===== src/rtl/audio_i2s_tx.sv =====
// audio_i2s_tx
//
// Serializes stereo PCM sample words into an I2S stream (bit clock, word
// select, serial data). The upstream synthesizer hands over one
// {left, right} word per frame through a valid/ready handshake. A one-cycle
// request strobe marks the frame boundary so the synthesizer can use it as
// its sample tick.
//
// Ports:
//   MasterCLK      system clock; all logic runs on its rising edge
//   Reset          synchronous, active-low reset of all state
//   SampleData     [2*SW-1:SW] left, [SW-1:0] right, two's complement
//   SampleValid    SampleData is valid this cycle
//   SampleReady    holding buffer empty; transfer on SampleValid && SampleReady
//   SampleRequest  one-cycle pulse when the buffer is loaded into the shifter
//   Underrun       one-cycle pulse when a frame load finds the buffer empty
//   BCLK           I2S bit clock, period 2*BCLK_DIV MasterCLK cycles
//   LRCLK          I2S word select, 0 = left, 1 = right
//   SDATA          I2S serial data, MSB first, one BCLK after each LRCLK edge
module audio_i2s_tx #(
  parameter int BCLK_DIV     = 4,
  parameter int SAMPLE_WIDTH = 16
) (
  input  logic                      MasterCLK,
  input  logic                      Reset,
  input  logic [2*SAMPLE_WIDTH-1:0] SampleData,
  input  logic                      SampleValid,
  output logic                      SampleReady,
  output logic                      SampleRequest,
  output logic                      Underrun,
  output logic                      BCLK,
  output logic                      LRCLK,
  output logic                      SDATA
);

  localparam int FRAME_W = 2 * SAMPLE_WIDTH;
  localparam int DIV_W   = (BCLK_DIV > 1) ? $clog2(BCLK_DIV) : 1;
  localparam int BIT_W   = $clog2(FRAME_W);

  localparam logic [DIV_W-1:0] DIV_MAX   = DIV_W'(BCLK_DIV - 1);
  localparam logic [BIT_W-1:0] BIT_MAX   = BIT_W'(FRAME_W - 1);
  localparam logic [BIT_W-1:0] BIT_ONE   = BIT_W'(1);
  localparam logic [BIT_W-1:0] BIT_RIGHT = BIT_W'(SAMPLE_WIDTH);

  logic [DIV_W-1:0]   r_div_cnt;
  logic               r_bclk;
  logic [BIT_W-1:0]   r_bit_cnt;
  logic               r_lrclk;
  logic               r_sdata;
  logic [FRAME_W-1:0] r_shreg;
  logic [FRAME_W-1:0] r_buf;
  logic               r_full;
  logic               r_req;
  logic               r_unf;

  logic               w_wrap;
  logic               w_fall;
  logic [BIT_W-1:0]   w_bit_nxt;
  logic               w_load;
  logic               w_accept;
  logic [FRAME_W-1:0] w_load_val;

  assign w_wrap    = (r_div_cnt == DIV_MAX);
  // BCLK is about to go 1->0: the only event that advances the frame.
  assign w_fall    = w_wrap && r_bclk;
  assign w_bit_nxt = (r_bit_cnt == BIT_MAX) ? '0 : r_bit_cnt + 1'b1;
  // The frame starts at bit_cnt=1, giving the one-bit I2S delay after LRCLK.
  assign w_load    = w_fall && (w_bit_nxt == BIT_ONE);
  assign w_accept  = SampleValid && !r_full;
  // An empty buffer at load time yields a silent frame rather than stale data.
  assign w_load_val = r_full ? r_buf : '0;

  always_ff @(posedge MasterCLK) begin
    if (!Reset) begin
      r_div_cnt <= '0;
      r_bclk    <= 1'b0;
      r_bit_cnt <= '0;
      r_lrclk   <= 1'b0;
      r_sdata   <= 1'b0;
      r_shreg   <= '0;
      r_buf     <= '0;
      r_full    <= 1'b0;
      r_req     <= 1'b0;
      r_unf     <= 1'b0;
    end else begin
      r_div_cnt <= w_wrap ? '0 : r_div_cnt + 1'b1;
      if (w_wrap) r_bclk <= ~r_bclk;

      r_req <= w_load && r_full;
      r_unf <= w_load && !r_full;

      if (w_fall) begin
        r_bit_cnt <= w_bit_nxt;
        r_lrclk   <= (w_bit_nxt >= BIT_RIGHT);
        // The shifter keeps the bits still to be sent, left-aligned; the
        // MSB of a fresh word goes straight to SDATA on the load edge.
        if (w_load) begin
          r_sdata <= w_load_val[FRAME_W-1];
          r_shreg <= {w_load_val[FRAME_W-2:0], 1'b0};
        end else begin
          r_sdata <= r_shreg[FRAME_W-1];
          r_shreg <= {r_shreg[FRAME_W-2:0], 1'b0};
        end
      end

      // Load uses the pre-cycle buffer state; a word accepted in the same
      // cycle as a load waits for the next frame (no bypass). Accept and
      // consume are mutually exclusive because accept requires empty.
      if (w_load && r_full) begin
        r_full <= 1'b0;
      end else if (w_accept) begin
        r_full <= 1'b1;
      end
      if (w_accept) r_buf <= SampleData;
    end
  end

  assign SampleReady   = ~r_full;
  assign SampleRequest = r_req;
  assign Underrun      = r_unf;
  assign BCLK          = r_bclk;
  assign LRCLK         = r_lrclk;
  assign SDATA         = r_sdata;

endmodule


===== config.mk =====
export PLATFORM = sky130hd
export DESIGN_NAME = audio_i2s_tx
export DESIGN_NICKNAME = d
export VERILOG_FILES = /design/src/rtl/audio_i2s_tx.sv
export SDC_FILE = /design/constraint.sdc
export NUM_CORES = 1
export LEC_CHECK = 0
export ABC_AREA = 1
export CAP_MARGIN = 10
export CORE_MARGIN = 8
export CORE_UTILIZATION = 62
export CTS_BUF_LIST = sky130_fd_sc_hd__clkbuf_8
export DETAILED_ROUTE_END_ITERATION = 6
export GPL_TIMING_DRIVEN = 0
export PLACE_DENSITY = 0.88
export SLEW_MARGIN = 20
export SYNTH_ARGS = -nofsm -noshare
export SYNTH_HDL_FRONTEND = slang
export SYNTH_SLANG_ARGS = --single-unit
export TNS_END_PERCENT = 10

===== constraint.sdc =====
create_clock -name MasterCLK -period 3.95 [get_ports MasterCLK]
set_input_delay 0.79 -clock MasterCLK [delete_from_list [all_inputs] [get_ports MasterCLK]]
set_output_delay 0.79 -clock MasterCLK [all_outputs]
set_load 0.01 [all_outputs]

# Word-level counts from Yosys, hierarchy flattened
# Cells that the tools add are included.
[totals]
in_bits = 35
register_bits = 77
out_inout_bits = 6
elab_cells = 31
[op_classes]
magnitude_cmp = 1
add_sub_neg = 2
n_bitwise = 3
n_eq_ne = 3
muxes = 4
reduce_logical = 8
[op_table]
columns = ["cell", "n"]
rows = [
  ["2-to-1 mux 32 bit", 2],
  ["adder 5 x 1 -> 5 bit (second input constant)", 1],
  ["equality test 5 x 1 -> 1 bit (second input constant)", 1],
  ["equality test 5 bit (second input constant)", 1],
  [">= comparator 5 bit (second input constant)", 1],
  ["logical AND 1 bit", 5],
  ["2-to-1 mux 5 bit", 1],
  ["OR reduction 2 bit", 2],
  ["NOT 1 bit", 3],
  ["adder 2 x 1 -> 2 bit (second input constant)", 1],
  ["equality test 2 bit (second input constant)", 1],
  ["logical NOT 1 bit", 1],
  ["2-to-1 mux 1 bit", 1],
]

# Longest topological paths before layout
# Gate-level depths: netlist (run 1).
[logic_depth]
depth_word = 6
depth_mapped = 13
ltp_nobuf = 12

# Worst setup path after synthesis (run 1)
# OpenSTA, ideal clock, no wires.
[synth_path]
path_type = "flip-flop to flip-flop"
startpoint = "register r_bit_cnt[0]"
endpoint = "register r_shreg[24]"
arrival_time_ns = 1.634
required_ns = 3.837
setup_time_ns = 0.113
slack_ns = 2.203
n_path_buf = 1
path_stages_with_launch = 14
period_less_slack_ns = 1.747
cell_sequence = "dfxtp_1 ha_1 nand2_2 nor2_1 ha_1 inv_1 nand2_1 nor2_1 nor2_4 nand3_4 buf_6 nand2_2 nand3_1 nand2_1"
[synth_via]
elab_chain_cells = 5
word_cells_on_any_way = 6
classes_between = "1 x add/sub; 2 x eq/ne; 2 x mux; 1 x reduce/logical"
[synth_lines]
columns = ["item", "line", "source"]
rows = [
  ["start: declaration", "47", "logic [BIT_W-1:0] r_bit_cnt;"],
  ["start signal: assignment", "93", "r_bit_cnt <= w_bit_nxt;"],
  ["adder 5 x 1 -> 5 bit / equality test 5 bit (equally long branches)", "66", "assign w_bit_nxt = (r_bit_cnt == BIT_MAX) ? '0 : r_bit_cnt + 1'b1;"],
  ["2-to-1 mux 5 bit *", "66", ""],
  ["equality test 5 x 1 -> 1 bit *", "68", "assign w_load = w_fall && (w_bit_nxt == BIT_ONE);"],
  ["logical AND 1 bit *", "68", ""],
  ["2-to-1 mux 32 bit *", "97", "if (w_load) begin"],
  ["end signal: assignment", "99", "r_shreg <= {w_load_val[FRAME_W-2:0], 1'b0};"],
  ["end signal: assignment", "102", "r_shreg <= {r_shreg[FRAME_W-2:0], 1'b0};"],
  ["end: declaration", "50", "logic [FRAME_W-1:0] r_shreg;"],
]
# Every way passes the cells marked *; elsewhere a longest branch is shown, timed or not.
# A chain may end at the register's enable or synchronous reset.

# Worst setup path after layout (run 1)
[layout_path]
startpoint = "register r_full"
endpoint = "output port SampleReady"
[layout_via]
elab_chain_cells = 1
[layout_lines]
columns = ["item", "line", "source"]
rows = [
  ["start: declaration", "52", "logic r_full;"],
  ["start signal: assignment", "82", "r_full <= 1'b0;"],
  ["start signal: assignment", "110", "r_full <= 1'b0;"],
  ["start signal: assignment", "112", "r_full <= 1'b1;"],
  ["NOT 1 bit", "118", "assign SampleReady = ~r_full;"],
  ["end: declaration", "28", "output logic SampleReady,"],
]
# Every way passes these cells.

==> qor.csv, run 1 <==
stage,metric,value,unit
routing,ant_nets,0,
cts,post_cts_buffers,0,
grt,grt_util_all_layers,20.1,%
timing,fmax,432,MHz
cts,htreeDepth,3,
die,std_cell_rows,26,
final_layout,mostFrequentLayoutCells,"125 x nand2_1, 75 x dfxtp_1, 69 x nor2_1, 65 x nand3_1, 45 x inv_1",
timing,hold_viol,0,
critical_path,crit_fanout,8,
final_layout,fillers,381,
synth,ys_ff_latch,75,
worst_hold_path,hold_class,flip-flop to flip-flop,
timing,fin_crit,2.31,ns
timing,maxSlewHeadroom,60.5,%
routing,viasPerCell,5.01,
pwr,combPwrFrac,8.2,%
pwr,power-per-cell-area,387,mW/mm2
cts,post_cts_resized,0,
pwr,p_int,1.20,mW
critical_path,cp.arrival,1.52,ns
grt,grt_pass1_vias,2927,
timing,slew_violations,0,
outcome,outcome,"complete, no violations",
die,top_level_ports,41,
place,dp_hpwl,5180,um
die,coreArea,0.00517,mm2
synth,yosysUniqueCellTypes,26,
timing,finalSetupViolations,0,
critical_path,start_kind,flip-flop,
grt,grt_max_degree,14,
final_layout,final_common_cell,nand2_1,
cts,cts.path.max_buffers,2,
grt,grt.overflow.total,0,
final_layout,final_nets,566,
cts,tritoncts,yes,
pwr,sw_frac_of_total,23.4,%
routing,detail_route.wl_per_cell,12.0,um
place,io_buffers,40,
synth,synth.area.top_cells,"dfxtp_1 45%, nand2_1 14%, nand3_1 9.7%",
routing,num_vias,3019,
routing,finalWirelength,7250,um
synth,ys_seq_area_share,44.9,%
place,placed_cells,586,
place,place_congestion,0.853,
timing,rsz0062_at_grt,no,
pwr,net-switching-power,367,uW
cts,clk_pin_slew_worst_paths,0.07,ns
cts,root_buffer,clkbuf_8,
die,dieWidth,89.5,um
synth,syn_avg_cell_area,7.03,um2
grt,antenna_found_initial,0,
grt,met2_usage,33.6,%
final_layout,drive_above_1_share,10.7,%
cts,ctsHoldBuffers,0,
synth,syn-num-nets,515,
synth,ys_warn_count,0,
synth,synth_area,0.00335,mm2
grt,grt_pass1_wl,12700,um
timing,fin_tns_setup,0,ns
timing,layout_setup_ws,1.64,ns
die,die_y,89.5,um
place,dp_worst_setup_slack,1.54,ns
final_layout,n_antenna_cell,0,
routing,initialDrtViolationCount,183,
pwr,p_clk_share,40.6,%
timing,fin_worst_skew,0.00783,ns
critical_path,cp.required,3.16,ns
final_layout,syn_to_final_growth,21.1,%
grt,gr-usage-met3,5.70,%
grt,grt.busiest_layer,met2,
pwr,power,1.57,mW
timing,fin_crit_sh,58.6,%
critical_path,worst-setup-path-type,flip-flop to output port,
synth,synth.largest_area_cell,dfxtp_1,
critical_path,worstSetupEndpointType,output port,
synth,syn-instance-count,476,
job,drv_cap,0,
routing,drc,0,
cts,clkLatencyLatePin,0.35,ns
pwr,total_leakage_power,1.86,nW
final_layout,fin_cells,602,
pwr,irDropWorstVdd,0.000374,V
pwr,p_seq_share,51.1,%
cts,numCtsBuffers,9,
die,dieArea,0.00800,mm2
timing,tightest_slew,0.592,ns
timing,holdWs,0.442,ns
synth,synth_top_area_share,44.9,%
routing,drtPass1Iterations,4,
grt,grt_use_met1,23.9,%
cts,cts.sinks,75,
die,initial_core_util,64.7,%
==> stage by stage <==
stage / util, % / instance area (um2)
3_5_place_dp: 74.1 / 3830
3_3_place_gp: 74.1 / 3830
5_1_grt: 78.3 / 4050
2_1_floorplan: - / 3350
4_1_cts: 78.3 / 4050
6_report: 78.3 / 4050
==> kinds of logic (layout without fill, tap and decap cells) <==
family | after synthesis | in the layout | synth area share [%]
buffers and inverters | 75 | 131 | 10.2
flip-flops | 75 | 75 | 44.9
AO/OA/AOI/OAI | 40 | 40 | 6.32
adder cells (fa/ha/maj) | 4 | 4 | 1.50
AND/OR/NAND/NOR | 282 | 282 | 37.1
==> worst max-delay path, cell delays in order, from the launching register on <==
cell and delay [ns]:
dfxtp_1 0.30, buf_2 0.16, inv_1 0.15, clkdlybuf4s50_1 0.57
==> registers in the layout (all words and copies together), names as in the netlist <==
signal         cells
r_buf             32
r_shreg           31
r_bit_cnt          5
r_div_cnt          2
BCLK               1
SDATA              1
SampleRequest      1
Underrun           1
r_full             1
==> synthesized netlist by cell type <==
cell	n
nor2_2	3
dfxtp_1	75
nor2_1	69
nor3_2	2
o22ai_1	1
a21oi_1	1
inv_2	2
nand2_2	10
o21ai_1	14
nand3b_2	1
buf_2	11
nand4_1	1
nor3b_1	1
buf_6	6
nand3_1	65
nor3_1	1
a21oi_2	1
a211oi_1	1
nor2_4	2
inv_1	45
nand3_4	2
o21ai_2	1
o21ai_0	21
clkbuf_1	11
nand2_1	125
ha_1	4
==> power groups by stage <==
stage               Clock (mW)  Sequential, mW  Combinational [mW]
detailed placement           0           0.818               0.128
floorplan                    0           0.814              0.0717
global placement             0           0.817               0.125
global route             0.676           0.804               0.146
finish                   0.636           0.801               0.129
CTS                      0.645           0.801               0.130
==> final timing paths <==
check,depth (start not counted),start,slack [ns],end
worst min register to register,1,r_div_cnt[0]$_SDFF_PP0_,0.44,r_div_cnt[0]$_SDFF_PP0_
worst max-delay path,3,r_full$_SDFFE_PP0P_,1.64,SampleReady
worst max register to register,11,r_bit_cnt[1]$_SDFFE_PN0P_,1.97,r_shreg[24]$_SDFFE_PN0P_
worst min-delay path,1,r_div_cnt[0]$_SDFF_PP0_,0.44,r_div_cnt[0]$_SDFF_PP0_
==> area by class of cell <==
| class | instances | area (um2) | area share, % |
|---|---|---|---|
| flip-flops and latches | 75 | 1500 | 37.1 |
| well taps | 70 | 87.6 | 2.16 |
| repair buffers | 40 | 400 | 9.89 |
| clock inverters | 7 | 92.6 | 2.29 |
| plain buffers | 28 | 164 | 4.05 |
| multi-input cells | 326 | 1500 | 37.1 |
| clock buffers | 9 | 124 | 3.06 |
| inverters | 47 | 176 | 4.36 |
==> metal layers <==
metal / wire (um) / vias up / share of wire [%]
met5: 0 / - / 0
met4: 108 / 0 / 1.5
met3: 378 / 12 / 5.2
met2: 3440 / 69 / 48
met1: 3320 / 1353 / 46
li1: - / 1585 / -
No activity file was read; power rests on OpenSTA's default activity.
==> run 2, diff against run 1 <==
--- a/config.mk
+++ b/config.mk
@@ -8,11 +8,11 @@
 export ABC_AREA = 1
 export CAP_MARGIN = 10
 export CORE_MARGIN = 8
-export CORE_UTILIZATION = 62
+export CORE_UTILIZATION = 57
 export CTS_BUF_LIST = sky130_fd_sc_hd__clkbuf_8
 export DETAILED_ROUTE_END_ITERATION = 6
 export GPL_TIMING_DRIVEN = 0
-export PLACE_DENSITY = 0.88
+export PLACE_DENSITY = 0.81
 export SLEW_MARGIN = 20
 export SYNTH_ARGS = -nofsm -noshare
 export SYNTH_HDL_FRONTEND = slang
==> constraint.sdc (replaced) <==
create_clock -name MasterCLK -period 2.2 [get_ports MasterCLK]
set_input_delay 0.44 -clock MasterCLK [delete_from_list [all_inputs] [get_ports MasterCLK]]
set_output_delay 0.44 -clock MasterCLK [all_outputs]
set_load 0.01 [all_outputs]
==> run 2 against run 1 <==
Net effect: global-route usage is 1.7 points lower; total power grew 81%; critical path depth did not move; die area rose by 7.2%; cell area up 0.19%; combinational power up 78%; final cell count up 0.83%; critical endpoint unchanged; largest cell class unchanged; highest routed layer unchanged.
==> qor.csv, run 2 (synthesis results as in run 1) <==
stage,metric,value,unit
critical_path,r2r_start,r_bit_cnt[0]$_SDFFE_PN0P_,
cts,clk_pin_slew_worst_paths,0.08,ns
critical_path,crit_fanout,8,
pwr,irDropWorstVdd,0.000532,V
place,place_congestion,0.833,
place,place_area,0.00384,mm2
pwr,total_leakage_power,1.84,nW
critical_path,cp.arrival,1.53,ns
routing,drc,0,
timing,tightest_slew,0.463,ns
timing,hold_viol,0,
timing,fin_crit,1.97,ns
critical_path,slowest_stage,clkdlybuf4s50_1,
critical_path,max_stage_delay,0.56,ns
routing,detail_route.wl_per_cell,12.1,um
routing,ant_nets,0,
cts,root_buffer,clkbuf_8,
critical_path,startpoint,r_full$_SDFFE_PP0P_,
final_layout,n_antenna_cell,0,
worst_hold_path,hold_class,flip-flop to flip-flop,
cts,post_cts_buffers,0,
final_layout,top_regs,"r_buf: 32 flops, r_shreg: 31 flops, r_bit_cnt: 5 flops",
timing,fin_worst_skew,0.00874,ns
final_layout,multiInputGateArea,0.00150,mm2
cts,post_cts_resized,0,
cts,clkLatencyLatePin,0.36,ns
critical_path,worst-setup-path-type,flip-flop to output port,
critical_path,crit_chain,buf_2 -> inv_1 -> clkdlybuf4s50_1,
cts,cts.path.max_buffers,2,
final_layout,fin_cells,607,
die,initial_core_util,57.9,%
timing,fin_tns_setup,0,ns
grt,antenna_found_initial,0,
cts,tritoncts,yes,
grt,grt_max_degree,14,
final_layout,largest_register_ffs,32,
place,placed_cells,591,
cts,numCtsBuffers,9,
grt,grt_pass1_vias,2987,
pwr,power-per-cell-area,697,mW/mm2
routing,drtPass1Iterations,5,
routing,num_vias,2995,
worst_hold_path,hold_start,r_div_cnt[0]$_SDFF_PP0_,
final_layout,mostFrequentLayoutCells,"125 x nand2_1, 75 x dfxtp_1, 69 x nor2_1, 65 x nand3_1, 46 x inv_1",
critical_path,cp.required,1.76,ns
critical_path,worstSetupEndpointType,output port,
die,std_cell_rows,28,
critical_path,start_kind,flip-flop,
die,top_level_ports,41,
die,coreArea,0.00578,mm2
cts,cts.sinks,75,
final_layout,final_util,70.2,%
die,dieArea,0.00858,mm2
place,dp_hpwl,5090,um
grt,grt.overflow.total,0,
final_layout,final_nets,566,
timing,rsz0062_at_grt,no,
final_layout,regArea,0.00150,mm2
die,dieWidth,92.6,um
job,drv_cap,0,
timing,fmax,507,MHz
final_layout,syn_to_final_growth,21.3,%
routing,finalWirelength,7320,um
final_layout,drive_above_1_share,10.5,%
outcome,outcome,"complete, no violations",
timing,fin_crit_sh,89.6,%
place,io_buffers,40,
grt,grt_util_all_layers,18.4,%
final_layout,final_common_cell,nand2_1,
final_layout,fillers,524,
final_layout,fin_area,0.00406,mm2
timing,maxSlewHeadroom,69.2,%
routing,initialDrtViolationCount,183,
die,die_y,92.6,um
cts,ctsHoldBuffers,0,
routing,viasPerCell,4.93,
cts,htreeDepth,3,
grt,grt_pass1_wl,12800,um
timing,slew_violations,0,
timing,finalSetupViolations,0,
final_layout,regMostFlops,r_buf,
## run 2: layout make-up
| cell class | instances | area share (%) |
|---|---|---|
| inverter | 47 | 4.35 |
| buffer | 28 | 4.04 |
| clock inverter | 7 | 2.31 |
| multi-input combinational | 326 | 37.1 |
| clock buffer | 9 | 3.05 |
| tap | 75 | 2.31 |
| timing repair buffer | 40 | 9.87 |
| sequential | 75 | 37.0 |
## run 2: final timing paths
| path | to | slack, ns | depth (start not counted) |
|---|---|---|---|
| max | SampleReady | 0.23 | 3 |
| min | r_div_cnt[0]$_SDFF_PP0_ | 0.43 | 1 |
| max reg2reg | r_shreg[26]$_SDFFE_PN0P_ | 0.23 | 13 |
| min reg2reg | r_div_cnt[0]$_SDFF_PP0_ | 0.43 | 1 |
## run 2: stage by stage
step	hold WS [ns]	worst slack, ns	power, mW
final	0.433	0.228	2.83
after global routing	0.449	0.0724	2.94
after CTS	0.438	0.203	2.84
after detailed placement	0.421	0.152	1.70
after global placement	0.413	0.171	1.69
after floorplan	0.404	0.453	1.59
## run 2: layer usage
layer / vias to the layer above / wire (um) / global-route usage [%] / part of all wire (%)
met5: - / 0 / 0 / 0
met2: 55 / 3570 / 31.1 / 49
li1: 1588 / - / - / -
met3: 7 / 317 / 5.18 / 4.3
met4: 0 / 96 / 6.71 / 1.3
met1: 1345 / 3340 / 21.6 / 46
## run 2: critical path: cells and delay by family, from the launching register on
kind / cells / cell delay (ns)
buffers and inverters: 3 / 0.87
DFF: 1 / 0.30
## run 2: where the power goes
part | switching, mW | total (mW) | internal [mW] | leakage [nW]
Combinational | 0.121 | 0.230 | 0.109 | 1.13
Sequential | 0.0300 | 1.44 | 1.41 | 0.612
Clock | 0.525 | 1.16 | 0.633 | 0.0989
